`config.mk`:
```
export PLATFORM = sky130hd
export DESIGN_NAME = data_path
export DESIGN_NICKNAME = d
export VERILOG_FILES = /design/src/rtl/data_path.sv
export SDC_FILE = /design/constraint.sdc
export NUM_CORES = 2
export LEC_CHECK = 0
export ABC_AREA = 1
export CAP_MARGIN = 20
export CELL_PAD_IN_SITES_DETAIL_PLACEMENT = 1
export CELL_PAD_IN_SITES_GLOBAL_PLACEMENT = 2
export CORE_MARGIN = 2
export CORE_UTILIZATION = 35
export DETAILED_ROUTE_END_ITERATION = 12
export PLACE_DENSITY_LB_ADDON = 0.12
export SETUP_SLACK_MARGIN = 0.3
export SLEW_MARGIN = 20
export SYNTH_ARGS = -nofsm -noshare
export SYNTH_HDL_FRONTEND = slang
export SYNTH_SLANG_ARGS = --single-unit
export TNS_END_PERCENT = 5
```
`constraint.sdc`:
```
create_clock -name clock -period 17.3 [get_ports clock]
set_input_delay 5.19 -clock clock [delete_from_list [all_inputs] [get_ports clock]]
set_output_delay 5.19 -clock clock [all_outputs]
set_load 0.02 [all_outputs]
```
`src/rtl/data_path.sv`:
```
// data_path: 32-bit single-bus CPU datapath. General registers R0-R15, PC, IR, MAR, MDR, Y,
// 64-bit Z, HI and LO share one bus driven by a priority mux; the combinational ALU takes
// A = Y and B = bus.
// Build option: define DATAPATH_MULDIV_EN to include the signed multiplier and divider.
// Without it, mul/div opcodes yield zero.
module data_path (
  input  logic        clock,
  input  logic        clear,
  // bus source selects
  input  logic        PCout,
  input  logic        Zhighout,
  input  logic        Zlowout,
  input  logic        MDRout,
  input  logic        R0out,
  input  logic        R2out,
  input  logic        R3out,
  input  logic        R4out,
  input  logic        R5out,
  input  logic        R6out,
  input  logic        R7out,
  // register load enables
  input  logic        R0in,
  input  logic        R1in,
  input  logic        R2in,
  input  logic        R3in,
  input  logic        R4in,
  input  logic        R5in,
  input  logic        R6in,
  input  logic        R7in,
  input  logic        R8in,
  input  logic        R9in,
  input  logic        R10in,
  input  logic        R11in,
  input  logic        R12in,
  input  logic        R13in,
  input  logic        R14in,
  input  logic        R15in,
  input  logic        PCin,
  input  logic        IRin,
  input  logic        MARin,
  input  logic        MDRin,
  input  logic        Yin,
  input  logic        HIin,
  input  logic        LOin,
  input  logic        ZHighIn,
  input  logic        ZLowIn,
  // control
  input  logic        IncPC,
  input  logic        Read,
  input  logic        Cin,
  input  logic [4:0]  opcode,
  input  logic [31:0] Mdatain,
  // observation
  output logic [31:0] BusMuxOut,
  output logic [31:0] IR
);

  localparam logic [4:0] OpAdd  = 5'b00011;
  localparam logic [4:0] OpSub  = 5'b00100;
  localparam logic [4:0] OpAnd  = 5'b00101;
  localparam logic [4:0] OpOr   = 5'b00110;
  localparam logic [4:0] OpShr  = 5'b00111;
  localparam logic [4:0] OpShra = 5'b01000;
  localparam logic [4:0] OpShl  = 5'b01001;
  localparam logic [4:0] OpRor  = 5'b01010;
  localparam logic [4:0] OpRol  = 5'b01011;
  localparam logic [4:0] OpNeg  = 5'b10001;
  localparam logic [4:0] OpNot  = 5'b10010;
`ifdef DATAPATH_MULDIV_EN
  localparam logic [4:0] OpMul  = 5'b01111;
  localparam logic [4:0] OpDiv  = 5'b10000;
`endif

  logic [31:0] r_q [16];
  logic [31:0] pc_q, ir_q, mar_q, mdr_q, y_q, hi_q, lo_q, zhi_q, zlo_q;
  logic [15:0] r_in;
  logic [31:0] bus;
  logic [63:0] c;
  logic [4:0]  sh;
  logic [32:0] sum;

  assign r_in = {R15in, R14in, R13in, R12in, R11in, R10in, R9in, R8in,
                 R7in, R6in, R5in, R4in, R3in, R2in, R1in, R0in};
  assign sh   = bus[4:0];
  assign sum  = {1'b0, y_q} + {1'b0, bus} + {32'b0, Cin};

  // Bus source mux; an X/Z select fails its if-test and falls through as deasserted.
  always_comb begin
    bus = '0;
    if (MDRout)        bus = mdr_q;
    else if (PCout)    bus = pc_q;
    else if (Zhighout) bus = zhi_q;
    else if (Zlowout)  bus = zlo_q;
    else if (R0out)    bus = r_q[0];
    else if (R2out)    bus = r_q[2];
    else if (R3out)    bus = r_q[3];
    else if (R4out)    bus = r_q[4];
    else if (R5out)    bus = r_q[5];
    else if (R6out)    bus = r_q[6];
    else if (R7out)    bus = r_q[7];
  end

`ifdef DATAPATH_MULDIV_EN
  logic signed [63:0] prod;
  logic        [31:0] quo, rem;
  assign prod = $signed(y_q) * $signed(bus);

  // Signed divide; divide-by-zero returns all-ones quotient and the dividend as remainder.
  always_comb begin
    quo = '1;
    rem = y_q;
    if (bus != '0) begin
      quo = $signed(y_q) / $signed(bus);
      rem = $signed(y_q) % $signed(bus);
    end
  end
`endif

  // ALU: A = Y, B = bus, 64-bit result; upper half zero unless the operation defines it.
  always_comb begin
    c = '0;
    case (opcode)
      OpAdd:  c = {31'b0, sum};
      OpSub:  c = {32'b0, y_q - bus - {31'b0, Cin}};
      OpAnd:  c = {32'b0, y_q & bus};
      OpOr:   c = {32'b0, y_q | bus};
      OpShr:  c = {32'b0, y_q >> sh};
      OpShra: c = {32'b0, 32'($signed(y_q) >>> sh)};
      OpShl:  c = {32'b0, y_q << sh};
      OpRor:  c = {32'b0, 32'({y_q, y_q} >> sh)};
      OpRol:  c = {32'b0, 32'(({y_q, y_q} << sh) >> 32)};
`ifdef DATAPATH_MULDIV_EN
      OpMul:  c = prod;
      OpDiv:  c = {rem, quo};
`endif
      OpNeg:  c = {32'b0, 32'(-bus)};
      OpNot:  c = {32'b0, ~bus};
      default: c = '0;
    endcase
  end

  // General-purpose register file; every enabled register captures the bus.
  always_ff @(posedge clock or posedge clear) begin
    if (clear) begin
      for (int i = 0; i < 16; i++) r_q[i] <= '0;
    end else begin
      for (int i = 0; i < 16; i++) if (r_in[i]) r_q[i] <= bus;
    end
  end

  // Special registers; IncPC wins over PCin, MDR takes memory data when Read is set.
  always_ff @(posedge clock or posedge clear) begin
    if (clear) begin
      pc_q  <= '0;
      ir_q  <= '0;
      mar_q <= '0;
      mdr_q <= '0;
      y_q   <= '0;
      hi_q  <= '0;
      lo_q  <= '0;
      zhi_q <= '0;
      zlo_q <= '0;
    end else begin
      if (IncPC)        pc_q <= pc_q + 32'd1;
      else if (PCin)    pc_q <= bus;
      if (IRin)         ir_q  <= bus;
      if (MARin)        mar_q <= bus;
      if (MDRin)        mdr_q <= Read ? Mdatain : bus;
      if (Yin)          y_q   <= bus;
      if (HIin)         hi_q  <= bus;
      if (LOin)         lo_q  <= bus;
      if (ZHighIn)      zhi_q <= c[63:32];
      if (ZLowIn)       zlo_q <= c[31:0];
    end
  end

  assign BusMuxOut = bus;
  assign IR        = ir_q;

endmodule

```
==> metrics.yaml <==
global_route:
  antenna_found_initial: 11
  grt_use_total: 0.335
  grt_pass1_vias: 32328
  grt_overflow: 0
  grt_pass1_wl_um: 221000
  grt_max_degree: 146
floorplanning:
  io_pins: 142
  die_h_um: 297
  row_count: 107
  fp.dieArea_um2: 88100
  initial_core_util: 0.353
  core_um2: 85000
  die_width_um: 297
clock_tree:
  cts_buffers: 48
  clock-root-buffer: "clkbuf_16"
  clock_latency_ns: 0.64
  h-tree-depth: 2
  path_clk_slew_ns: 0.06
  cts_tree: "yes"
  postCtsHoldBufs: 0
  cts_buffer_depth: 3
  post_cts_resized: 0
  cts_sinks: 385
  cts_setup_buffers: 0
synth:
  synthCells: 4597
  async_flop_share: 1.00
  ys_seq_elements: 385
  synth-seq-area-share: 0.321
  syn_area_um2: 30000
  synth-main-ff-cell: "dfrtp_1"
  synth_fp_nets: 4806
  synth_edf_count: 0
  yosys_warnings: 0
  avgSynthCellArea_um2: 6.53
  ys_types: 62
power:
  vdd_drop_max_mv: 0.0777
  powerDensity_nw_per_um2: 112
  p_leak_nw: 15.7
final_layout:
  n_fill_cell: 10948
  drive_gt1_frac: 0.0599
  diodes: 0
  register_area_um2: 9630
  nets: 4799
  syn_to_final_growth_pct: 12.6
  multi_input_area_um2: 17900
timing:
  fin_crit_ns: 14.59
  setup_tns_ns: 0
  final-hold-violation-count: 0
  finalCritPeriodShare: 0.843
  worst_pin_slew_ns: 1.17
  setup_viol: 0
  fmaxAchievable_mhz: 68.5
  grt_setup_unrepaired: "false"
  whs_ns: 0.478
  max_slew_margin: 0.212
  slew_viol_final: 0
  skew_ns: 0.0512
routing:
  wire_per_inst_um: 26.2
  viasPerCell: 5.66
  drc: 0
  vias: 32674
  drt_iter0_markers: 3005
  drtPass1Iterations: 6
  wl_um: 151000
  drtAntennaViolNets: 0
critical_path:
  cp.arrival_ns: 9.40
  crit_path_max_incr_delay_ns: 0.76
  crit_path_end_kind: "output pin"
  crit_type: "in2out"
  crit_top_cell: "nand2_1"
  reg2regPathDepth: 34
  worstPathRequired_ns: 12.11
  crit_fanout: 25
  crit_chain: "clkdlybuf4s50_1, inv_2, nor2_4, nand2_1, nand2_1, o211ai_1, nand2_1, nand2_1, nand2_1, nand2_1, nand2_1, nand2_1, nand2_1, o21ai_2, buf_4, inv_1, clkdlybuf4s50_1"
  start_kind: "input port"
  crit_slowest_cell: "clkdlybuf4s50_1"
hold_path:
  hold_class: "reg2reg"
  min_delay_path_depth: 2
place:
  post-dp-hpwl_um: 111000
  numPortBuffers: 129
  gp_congestion: 0.963
flow_run:
  drv_cap: 0
outcome:
  outcome: "complete, no violations"
## per-stage QoR
step                setup slack (ns)  cell area (um^2)  total power (W)  cells  utilization
detailed placement              2.77             32100          0.00270   5683        0.378
global route                    2.61             33800          0.00400   5771        0.397
floorplan                       1.41             30000          0.00211   4597            -
CTS                             2.76             33800          0.00378   5770        0.397
finish                          2.71             33800          0.00378   5771        0.397
global placement                2.76             32100          0.00268   5683        0.377
## critical path: cells and delay by family
| family | cells | cell delay (ns) |
|---|---|---|
| buf+inv | 5 | 2.52 |
| compound gates | 2 | 0.15 |
| simple gates | 10 | 1.49 |
## placed cells by master, fill, tap and decap left out, types with 6 or more instances in the layout
master              n
a31oi_1            13
or2_2              12
nand3b_1           11
o22ai_1            32
nor4_1             14
ha_1              127
inv_1             269
nor3_1             22
nand3_1           538
o211ai_2            8
a21oi_1           291
clkbuf_16          48
o21bai_1           10
o221ai_1           17
clkdlybuf4s50_1   127
dfrtp_1           385
clkinv_1           14
o21ai_2            14
nand4_1            20
nor2_2             14
a211oi_1            6
o21a_1              7
nand2_2            17
inv_2              16
nand2_4             9
xnor2_1             9
nand2_1          1420
nor2_1            337
o21ai_0           493
xor2_1             11
o211ai_1           49
clkbuf_8           14
clkbuf_1           11
buf_4              87
a21o_1             14
o21ai_1            65
a221oi_1            7
## cell usage after synthesis (all sizes together), types with 2 or more instances
| library cell | instances | area, um^2 |
|---|---|---|
| a211o | 2 | 17.5 |
| a211oi | 6 | 45.0 |
| a21boi | 4 | 30.0 |
| a21o | 14 | 105 |
| a21oi | 292 | 1470 |
| a221oi | 7 | 61.3 |
| a22o | 2 | 17.5 |
| a22oi | 2 | 20.0 |
| a31oi | 13 | 81.3 |
| buf | 124 | 777 |
| clkbuf | 152 | 571 |
| clkinv | 15 | 56.3 |
| dfrtp | 385 | 9630 |
| fa | 4 | 80.1 |
| ha | 127 | 1590 |
| inv | 287 | 1080 |
| nand2 | 1446 | 5530 |
| nand3 | 540 | 2710 |
| nand3b | 12 | 93.8 |
| nand4 | 21 | 138 |
| nor2 | 356 | 1400 |
| nor3 | 25 | 135 |
| nor4 | 15 | 93.8 |
| o2111ai | 4 | 35.0 |
| o211a | 2 | 20.0 |
| o211ai | 57 | 468 |
| o21a | 7 | 52.6 |
| o21ai | 572 | 2910 |
| o21bai | 10 | 75.1 |
| o221ai | 17 | 149 |
| o22ai | 32 | 200 |
| o32ai | 2 | 17.5 |
| or2 | 17 | 106 |
| xnor2 | 9 | 78.8 |
| xor2 | 11 | 96.3 |
## path summary, 6_finish.rpt
check	startpoint	endpoint	slack [ns]
worst min-delay path	zlo_q[3]	zlo_q[3]	0.48
worst max register to register	r_q[288]	zlo_q[22]	10.37
max in group asynchronous	clear	r_q[324]	10.64
min in group asynchronous	clear	r_q[288]	5.15
worst min register to register	zlo_q[3]	zlo_q[3]	0.48
worst max-delay path	R7out	BusMuxOut[12]	2.71
## cells by family after synthesis
family,Yosys count,share of synthesized area
AO/OA/AOI/OAI,1048,0.193
XOR/XNOR,20,0.00584
adder cells (fa/ha/maj),131,0.0556
buffers and inverters,578,0.0829
flip-flops,385,0.321
multiplexers,1,0.000334
AND/OR/NAND/NOR,2434,0.341
## cell type report
type | instances | share of cell area
multi-input cells | 3634 | 0.530
flip-flops and latches | 385 | 0.285
repair buffers | 219 | 0.0590
clock buffers | 73 | 0.0425
well taps | 1144 | 0.0424
inverters | 302 | 0.0339
clock inverters | 14 | 0.00689
## per-layer routing
layer / vias to the layer above / track usage / wire length [um] / share of wire
li1: 15300 / - / - / -
met1: 16025 / 0.431 / 63800 / 0.42
met2: 1028 / 0.543 / 69000 / 0.46
met3: 307 / 0.0516 / 9070 / 0.060
met4: 14 / 0.173 / 8990 / 0.060
met5: - / 0 / 88 / 0.00058
## registers in the layout, summed over array words and instances, names as in the netlist
name / flops
IR: 32
mdr_q: 32
pc_q: 32
r_q: 224
y_q: 32
zhi_q: 1
zlo_q: 32
## report_power, final
part / switching [W] / total (W) / internal, W
clock network: 0.000439 / 0.00106 / 0.000622
registers: 0.0000909 / 0.00112 / 0.00103
logic: 0.00114 / 0.00159 / 0.000453
Power figures use the tool's default switching activity.
